===== src/rtl/n163_audio_pkg.sv =====
// Shared types and default widths for the N163 audio output filter.
package n163_audio_pkg;

    localparam int IN_W_DEF   = 11;
    localparam int FRAC_W_DEF = 6;
    localparam int OUT_W_DEF  = 16;

    typedef enum logic [1:0] {
        IDLE,
        CALC,
        UPDATE,
        SCALE
    } state_t;

    function automatic logic [2:0] gain_shift(input logic [1:0] g);
        logic [2:0] s;
        unique case (g)
            2'd0: s = 3'd5;
            2'd1: s = 3'd4;
            2'd2: s = 3'd3;
            2'd3: s = 3'd6;
        endcase
        return s;
    endfunction

endpackage


===== src/rtl/n163_audio_sat.sv =====
// Gain shift and positive saturation of the integer filter level.
module n163_audio_sat
    import n163_audio_pkg::*;
#(
    parameter int IN_W  = IN_W_DEF,
    parameter int OUT_W = OUT_W_DEF
) (
    input  logic [IN_W-1:0]  i_level,
    input  logic [1:0]       i_gain_sel,
    output logic [OUT_W-1:0] o_audio
);

    localparam int SW = (IN_W + 6 > OUT_W) ? IN_W + 6 : OUT_W;
    localparam logic [OUT_W-1:0] MAX = {1'b0, {(OUT_W-1){1'b1}}};

    logic [SW-1:0] w_wide;
    logic [SW-1:0] w_max;

    assign w_wide  = SW'(i_level) << gain_shift(i_gain_sel);
    assign w_max   = SW'(MAX);
    assign o_audio = (w_wide > w_max) ? MAX : w_wide[OUT_W-1:0];

endmodule


===== src/rtl/n163_audio_filter.sv =====
// One-pole low-pass filter for the N163 channel sum with a one-entry
// sample hold, gain select and saturated output.
module n163_audio_filter
    import n163_audio_pkg::*;
#(
    parameter int IN_W   = IN_W_DEF,
    parameter int FRAC_W = FRAC_W_DEF,
    parameter int OUT_W  = OUT_W_DEF
) (
    input  logic             clk,
    input  logic             reset,
    input  logic             enable,
    input  logic [IN_W-1:0]  sample_in,
    input  logic             sample_valid,
    input  logic [1:0]       shift_sel,
    input  logic [1:0]       gain_sel,
    input  logic             overrun_clr,
    output logic [OUT_W-1:0] audio_out,
    output logic             out_valid,
    output logic             busy,
    output logic             overrun
);

    localparam int YW = IN_W + FRAC_W;
    localparam int DW = YW + 1;

    state_t r_state;
    state_t w_next;

    logic [IN_W-1:0]      r_x;
    logic [IN_W-1:0]      r_hold;
    logic                 r_hold_full;
    logic [YW-1:0]        r_y;
    logic signed [DW-1:0] r_diff;
    logic [OUT_W-1:0]     r_audio;
    logic                 r_out_valid;
    logic                 r_overrun;

    logic [YW-1:0]        w_x_ext;
    logic signed [DW-1:0] w_diff;
    logic [2:0]           w_k;
    logic signed [DW-1:0] w_step;
    logic signed [DW:0]   w_sum;
    logic [YW-1:0]        w_y_next;
    logic [OUT_W-1:0]     w_sat;

    logic w_take_hold;
    logic w_take_in;
    logic w_start;
    logic w_to_hold;
    logic w_ovr_set;

    assign w_x_ext = {r_x, {FRAC_W{1'b0}}};
    assign w_diff  = $signed({1'b0, w_x_ext}) - $signed({1'b0, r_y});
    assign w_k     = {1'b0, shift_sel} + 3'd1;
    assign w_step  = r_diff >>> w_k;
    assign w_sum   = $signed({2'b00, r_y}) + $signed({w_step[DW-1], w_step});

    // Clamp to the unsigned state range.
    always_comb begin
        w_y_next = w_sum[YW-1:0];
        if (w_sum[DW]) begin
            w_y_next = '0;
        end else if (w_sum[DW-1]) begin
            w_y_next = '1;
        end
    end

    n163_audio_sat #(
        .IN_W  (IN_W),
        .OUT_W (OUT_W)
    ) u_sat (
        .i_level    (w_y_next[YW-1:FRAC_W]),
        .i_gain_sel (gain_sel),
        .o_audio    (w_sat)
    );

    // A held sample is served whenever the engine is free to start.
    assign w_take_hold = r_hold_full && (r_state == IDLE || r_state == SCALE);
    assign w_take_in   = sample_valid && r_state == IDLE && !r_hold_full;
    assign w_start     = w_take_hold || w_take_in;
    assign w_to_hold   = sample_valid && !w_take_in;
    assign w_ovr_set   = sample_valid && r_hold_full && !w_take_hold;

    always_comb begin
        w_next = r_state;
        unique case (r_state)
            IDLE:   w_next = w_start ? CALC : IDLE;
            CALC:   w_next = UPDATE;
            UPDATE: w_next = SCALE;
            SCALE:  w_next = w_start ? CALC : IDLE;
        endcase
    end

    always_ff @(posedge clk or posedge reset) begin
        if (reset) begin
            r_state     <= IDLE;
            r_x         <= '0;
            r_hold      <= '0;
            r_hold_full <= 1'b0;
            r_y         <= '0;
            r_diff      <= '0;
            r_audio     <= '0;
            r_out_valid <= 1'b0;
            r_overrun   <= 1'b0;
        end else begin
            if (enable && w_ovr_set) begin
                r_overrun <= 1'b1;
            end else if (overrun_clr) begin
                r_overrun <= 1'b0;
            end
            if (!enable) begin
                r_state     <= IDLE;
                r_x         <= '0;
                r_hold_full <= 1'b0;
                r_y         <= '0;
                r_diff      <= '0;
                r_audio     <= '0;
                r_out_valid <= 1'b0;
            end else begin
                r_state     <= w_next;
                r_out_valid <= (r_state == UPDATE);
                if (w_start) begin
                    r_x <= w_take_hold ? r_hold : sample_in;
                end
                if (w_to_hold) begin
                    r_hold      <= sample_in;
                    r_hold_full <= 1'b1;
                end else if (w_take_hold) begin
                    r_hold_full <= 1'b0;
                end
                if (r_state == CALC) begin
                    r_diff <= w_diff;
                end
                if (r_state == UPDATE) begin
                    r_y     <= w_y_next;
                    r_audio <= w_sat;
                end
            end
        end
    end

    assign audio_out = r_audio;
    assign out_valid = r_out_valid;
    assign busy      = (r_state != IDLE);
    assign overrun   = r_overrun;

endmodule

===== config.mk =====
export PLATFORM = sky130hd
export DESIGN_NAME = n163_audio_filter
export DESIGN_NICKNAME = d
export VERILOG_FILES = /design/src/rtl/n163_audio_pkg.sv /design/src/rtl/n163_audio_sat.sv /design/src/rtl/n163_audio_filter.sv
export SDC_FILE = /design/constraint.sdc
export NUM_CORES = 1
export LEC_CHECK = 0
export CAP_MARGIN = 20
export CORE_MARGIN = 2
export CORE_UTILIZATION = 25
export CTS_BUF_LIST = sky130_fd_sc_hd__clkbuf_8
export CTS_CLUSTER_DIAMETER = 60
export DETAILED_ROUTE_END_ITERATION = 6
export PLACE_DENSITY_LB_ADDON = 0.12
export SKIP_LAST_GASP = 1
export SLEW_MARGIN = 40
export SYNTH_ARGS = -nofsm -noshare
export SYNTH_HDL_FRONTEND = slang
export SYNTH_SLANG_ARGS = --single-unit
export TNS_END_PERCENT = 100

===== constraint.sdc =====
create_clock -name clk -period 9.94 [get_ports clk]
set_input_delay 1.491 -clock clk [delete_from_list [all_inputs] [get_ports clk]]
set_output_delay 1.491 -clock clk [all_outputs]
set_load 0.03 [all_outputs]

Yosys cells after proc, flatten, opt, wreduce, memory -nomap -nowiden
Cells that the tools add are included.

Logic and storage cells: 65. ROM bits: 0. Memories: 0. Bits of input ports: 20. Bits in writable memories: 0. Register bits after elaboration: 78. Latch bits: 0. Output and inout bits: 19.

Multiply operators: 0. Reduce and logical (&&, ||, !) cells: 18. Shift operators: 2. Add/subtract/negate cells: 3. Divide/modulo/power cells: 0. Mux-type cells: 22. Order comparisons: 1. Bitwise logic cells: 0. Equality and inequality tests: 10.

Operators with widths (number): 2-to-1 mux 17 bit (4); 2-to-1 mux 16 bit (3); 2-to-1 mux 18 bit (2); 2-to-1 mux 11 bit (3); adder 18 x 18 -> 19 bit (1); >>> shifter 18 x 3 -> 18 bit (1); subtractor 17 x 17 -> 18 bit (1); > comparator 17 x 15 -> 1 bit, second input constant (1); left shift 11 x 3 -> 17 bit (1); one-hot mux 3 bit (4 select lines) (1); equality test 2 bit, second input constant (4); logical AND 1 bit (7); 2-to-1 mux 1 bit (7); != test 2 x 1 -> 1 bit, second input constant (3); one-hot mux 2 bit (3 select lines) (1); equality test 2 x 1 -> 1 bit, second input constant (2); logical NOT 2 bit (2); nonzero test 2 bit (2); adder 2 x 1 -> 3 bit, second input constant (1); logical NOT 1 bit (3); != test 3 x 1 -> 1 bit, second input constant (1); logical OR 1 bit (2); 2-to-1 mux 2 bit (1); AND reduction 2 bit (1); OR reduction 2 bit (1).

Depth between registers and ports, before layout
Depth in word-level cells: 10. Gate-level depth with buffers: 20. Depth with buffers taken out: 17.

Modules after synthesis
Synthesis repeated with hierarchy kept, for this count alone.

Cell total of the unflattened synthesis: 655. Area total of the unflattened synthesis: 5845.6 sq um.

By module, submodules not included: n163_audio_filter (cells each 606, times used 1, area an instance 5431.5 sq um, sequential area each 1951.9 sq um); n163_audio_sat (cells each 49, times used 1, area an instance 414.1 sq um, sequential area each 0.0 sq um).

Worst setup path after synthesis
No wires, ideal clock.

Path kind: input port to flip-flop. Start: input port shift_sel[0]. End: register r_audio[8] (netlist: audio_out[8]). Path buffers: 2. Required time: 9.815 ns. Library setup time: 0.125 ns. Path slack: 4.532 ns. Cell stages on the path: 18. Arrival: 5.283 ns. Cells stage by stage: ha_1 -> clkbuf_1 -> clkbuf_1 -> mux2i_1 -> nand2_1 -> o21ai_0 -> o21ai_0 -> ha_1 -> inv_1 -> fa_1 -> nand2b_1 -> a21o_1 -> a21oi_1 -> mux2i_1 -> nand2_1 -> mux4_4 -> o21ai_0 -> nand3_2.

Longest elaborated chain between the ends: 10.

RTL lines: start, declared (line n163_audio_filter.sv:15) `input logic [1:0] shift_sel,`; adder 2 x 1 -> 3 bit (*) (line n163_audio_filter.sv:55) `assign w_k = {1'b0, shift_sel} + 3'd1;`; >>> shifter 18 x 3 -> 18 bit (*) (line n163_audio_filter.sv:56) `assign w_step = r_diff >>> w_k;`; adder 18 x 18 -> 19 bit (*) (line n163_audio_filter.sv:57) `assign w_sum = $signed({2'b00, r_y}) + $signed({w_step[DW-1], w_step});`; 2-to-1 mux 17 bit (line n163_audio_filter.sv:64) `end else if (w_sum[DW-1]) begin`; 2-to-1 mux 17 bit (*) (line n163_audio_filter.sv:62) `if (w_sum[DW]) begin`; left shift 11 x 3 -> 17 bit (*) (line n163_audio_sat.sv:19) `assign w_wide = SW'(i_level) << gain_shift(i_gain_sel);`; > comparator 17 x 15 -> 1 bit (line n163_audio_sat.sv:21) `assign o_audio = (w_wide > w_max) ? MAX : w_wide[OUT_W-1:0];`; 2-to-1 mux 16 bit (*) (line n163_audio_sat.sv:21); 2-to-1 mux 16 bit (*) (line n163_audio_filter.sv:135) `if (r_state == UPDATE) begin`; 2-to-1 mux 16 bit (*) (line n163_audio_filter.sv:112) `if (!enable) begin`; end signal, assigned (line n163_audio_filter.sv:137) `r_audio <= w_sat;`; end, declared (line n163_audio_filter.sv:35) `logic [OUT_W-1:0] r_audio;`.

Mark *: on every way between the ends. The rest lies on a longest branch, timed or not. The select of a mux whose other input is x is not followed. A chain may end at the register's enable or synchronous reset.

Worst setup path after layout
Start: input port shift_sel[0]. End: register r_audio[4] (netlist: audio_out[4]).

The elaborated chain is that of the path after synthesis.

==> impl_metrics.json <==
{
  "start_util_pct": 25.43,
  "wirelength_mm": 15.91,
  "synth_edf_count": 0,
  "dp_slack_ps": 2574,
  "hold_path.class": "register to register",
  "max_cap_violations": 0,
  "drive_gt1_share_pct": 10.70,
  "io_buffer_count": 38,
  "nFillCells": 2396,
  "crit_chain": "clkdlybuf4s50_1 > ha_1 > mux2i_1 > nand2_1 > o21ai_0 > o21ai_0 > ha_1 > inv_1 > fa_1 > nand2b_1 > a21o_1 > a21oi_1 > nor2_1 > o21ai_1 > nand2_1 > nor2_1 > a32oi_2 > buf_4 > o311ai_0",
  "power.total_mw": 1.621,
  "crit_arrival_ps": 7080,
  "vias": 4684,
  "grt_pass1_vias": 4865,
  "die_area_mm2": 0.02419,
  "core_area_mm2": 0.02257,
  "synth_area_leaders": "dfrtp_1 (34%), mux2i_1 (7.3%), ha_1 (7.2%)",
  "hold_slack_ps": 491.4,
  "fin_crit_ps": 6824,
  "antenna_left": 0,
  "synth_top_cell_area_share_pct": 34.00,
  "r2r_cells": 16,
  "ys_seq_elements": 78,
  "h-tree-depth": 3,
  "yosysTopAreaCell": "dfrtp_1",
  "multi_input_area_mm2": 0.003427,
  "r2r-start": "r_diff[17]",
  "dr.first_iter.drc_count": 353,
  "rows": 55,
  "slew_headroom_pct": 40.87,
  "power_density_mw_per_mm2": 247.2,
  "period_share_pct": 68.65,
  "synthArstFlopShare_pct": 100.0,
  "max_stage_delay_ps": 990,
  "fmax_ghz": 0.1465,
  "postCtsHoldBufs": 0,
  "min_to": "audio_out[15]",
  "status": "completed",
  "synth_nets": 682,
  "die_w_um": 155.5,
  "grtUsageTotal_pct": 14.00,
  "yosysSeqAreaShare_pct": 34.00,
  "synthCells": 628,
  "hpwl_mm": 11.82,
  "crit_fanout": 20,
  "cts_sinks": 78,
  "hold_path_startpoint": "audio_out[15]",
  "final_common_cell": "dfrtp_1",
  "finalMaxSlewViolations": 0,
  "finalHoldViolCount": 0,
  "clk_pin_slew_worst_paths_ps": 90,
  "worstPathRequired_ps": 10200,
  "finalCoreUtilization_pct": 29.06,
  "synthesis.area_mm2": 0.005741,
  "syn2layout_area_growth_pct": 14.25,
  "worst_slack_ps": 3116,
  "fin_setup_tns_ps": 0,
  "crit_family": "adder cells",
  "worst_slew_pin_slew_ps": 880.9,
  "power.leakage_nw": 3.104,
  "synth_warnings": 0,
  "grt_pass1_wl_mm": 26.90,
  "ir_worst_vdd_mv": 0.09998,
  "antenna_found_initial": 0,
  "cts_buffer_depth": 2,
  "synth.distinct_cells": 72,
  "rsz0062_at_grt": "no",
  "io_pins": 39,
  "clk_latency_ps": 370,
  "timing.setup.critical_path_class": "primary input to register",
  "setup_viol": 0,
  "cts_root_buffer": "clkbuf_8",
  "drc": 0,
  "cts_tree": "yes",
  "r2r_slack_ps": 5540,
  "endpoint_kind": "register",
  "area.sequential_mm2": 0.001952,
  "most-common-layout-cells": "dfrtp_1 (78), nand2_1 (71), nor2_1 (43)",
  "vias_per_cell": 4.988,
  "wl_per_cell_um": 16.94,
  "fin_nets": 703,
  "clock_skew_ps": 12.15,
  "syn_avg_cell_area_um2": 9.141,
  "grt_overflow": 0,
  "crit_slowest_cell": "ha_1",
  "ys.flop_type": "dfrtp_1",
  "cts_resized": 0,
  "crit_path_start_kind": "primary input",
  "first_pass_iters": 5,
  "diodes": 0,
  "gp_congestion": 0.8260,
  "path_buf_inv": 3,
  "grt_max_degree": 79,
  "die_y_um": 155.5,
  "r2r_end": "audio_out[4]",
  "postCtsSetupRepairBufs": 0,
  "cts_buffers": 9,
  "min_path_cells": 1
}
sequential cells by signal (all words and copies together) (netlist names):
register / cells
r_diff: 18
r_y: 17
audio_out: 16
r_hold: 11
r_x: 11
r_state: 2
out_valid: 1
overrun: 1
r_hold_full: 1
routing by layer:
layer,vias up,track usage (%),part of all wire [%]
met1,2286,19.68,50
met3,15,1.944,2.9
li1,2294,-,-
met5,-,0,0
met2,89,22.21,45
met4,0,4.543,1.5
cells in the mapped netlist, drive strengths merged, types with 12 or more instances:
master / count
a21o: 12
a21oi: 35
a22o: 15
buf: 12
clkbuf: 21
dfrtp: 78
ha: 33
inv: 34
mux2: 19
mux2i: 42
nand2: 71
nand3: 18
nor2: 43
nor2b: 17
o21ai: 45
xnor2: 16
cells by family after synthesis:
family	share of synthesized area, %
fa+ha+maj	7.541
buf+inv	6.386
xor+xnor	3.662
mux	11.88
simple gates	16.43
compound gates	20.10
flops	34.00
cell type report:
class / instances / share of cell area (%)
clock buffers: 9 / 1.889
multi-input cells: 482 / 52.25
inverters: 35 / 2.022
clock inverters: 7 / 2.175
well taps: 285 / 5.437
flip-flops and latches: 78 / 29.76
repair buffers: 43 / 6.467
per-stage QoR:
| stage | area [µm²] | cells |
|---|---|---|
| floorplan | 5741 | 628 |
| global placement | 6269 | 921 |
| detailed placement | 6282 | 922 |
| CTS | 6549 | 938 |
| global route | 6559 | 939 |
| finish | 6559 | 939 |
how the worst max path moves through the flow:
stage / startpoint / to / cells past startpoint / slack (ps)
2_1_floorplan: shift_sel[0] / audio_out[8] / 18 / 4530
6_report: shift_sel[0] / audio_out[4] / 19 / 3120
5_1_grt: shift_sel[0] / audio_out[4] / 19 / 2670
3_5_place_dp: shift_sel[0] / audio_out[4] / 15 / 2570
3_3_place_gp: shift_sel[0] / audio_out[4] / 15 / 2700
4_1_cts: shift_sel[0] / audio_out[4] / 15 / 2940
where the power goes:
part	internal, mW	leakage, nW	total (mW)	switching (mW)
sequential	0.401	1.05	0.475	0.0739
clock	0.194	0.134	0.328	0.134
combinational	0.349	1.92	0.818	0.469
Note: power is estimated with default switching activity, not from simulation.
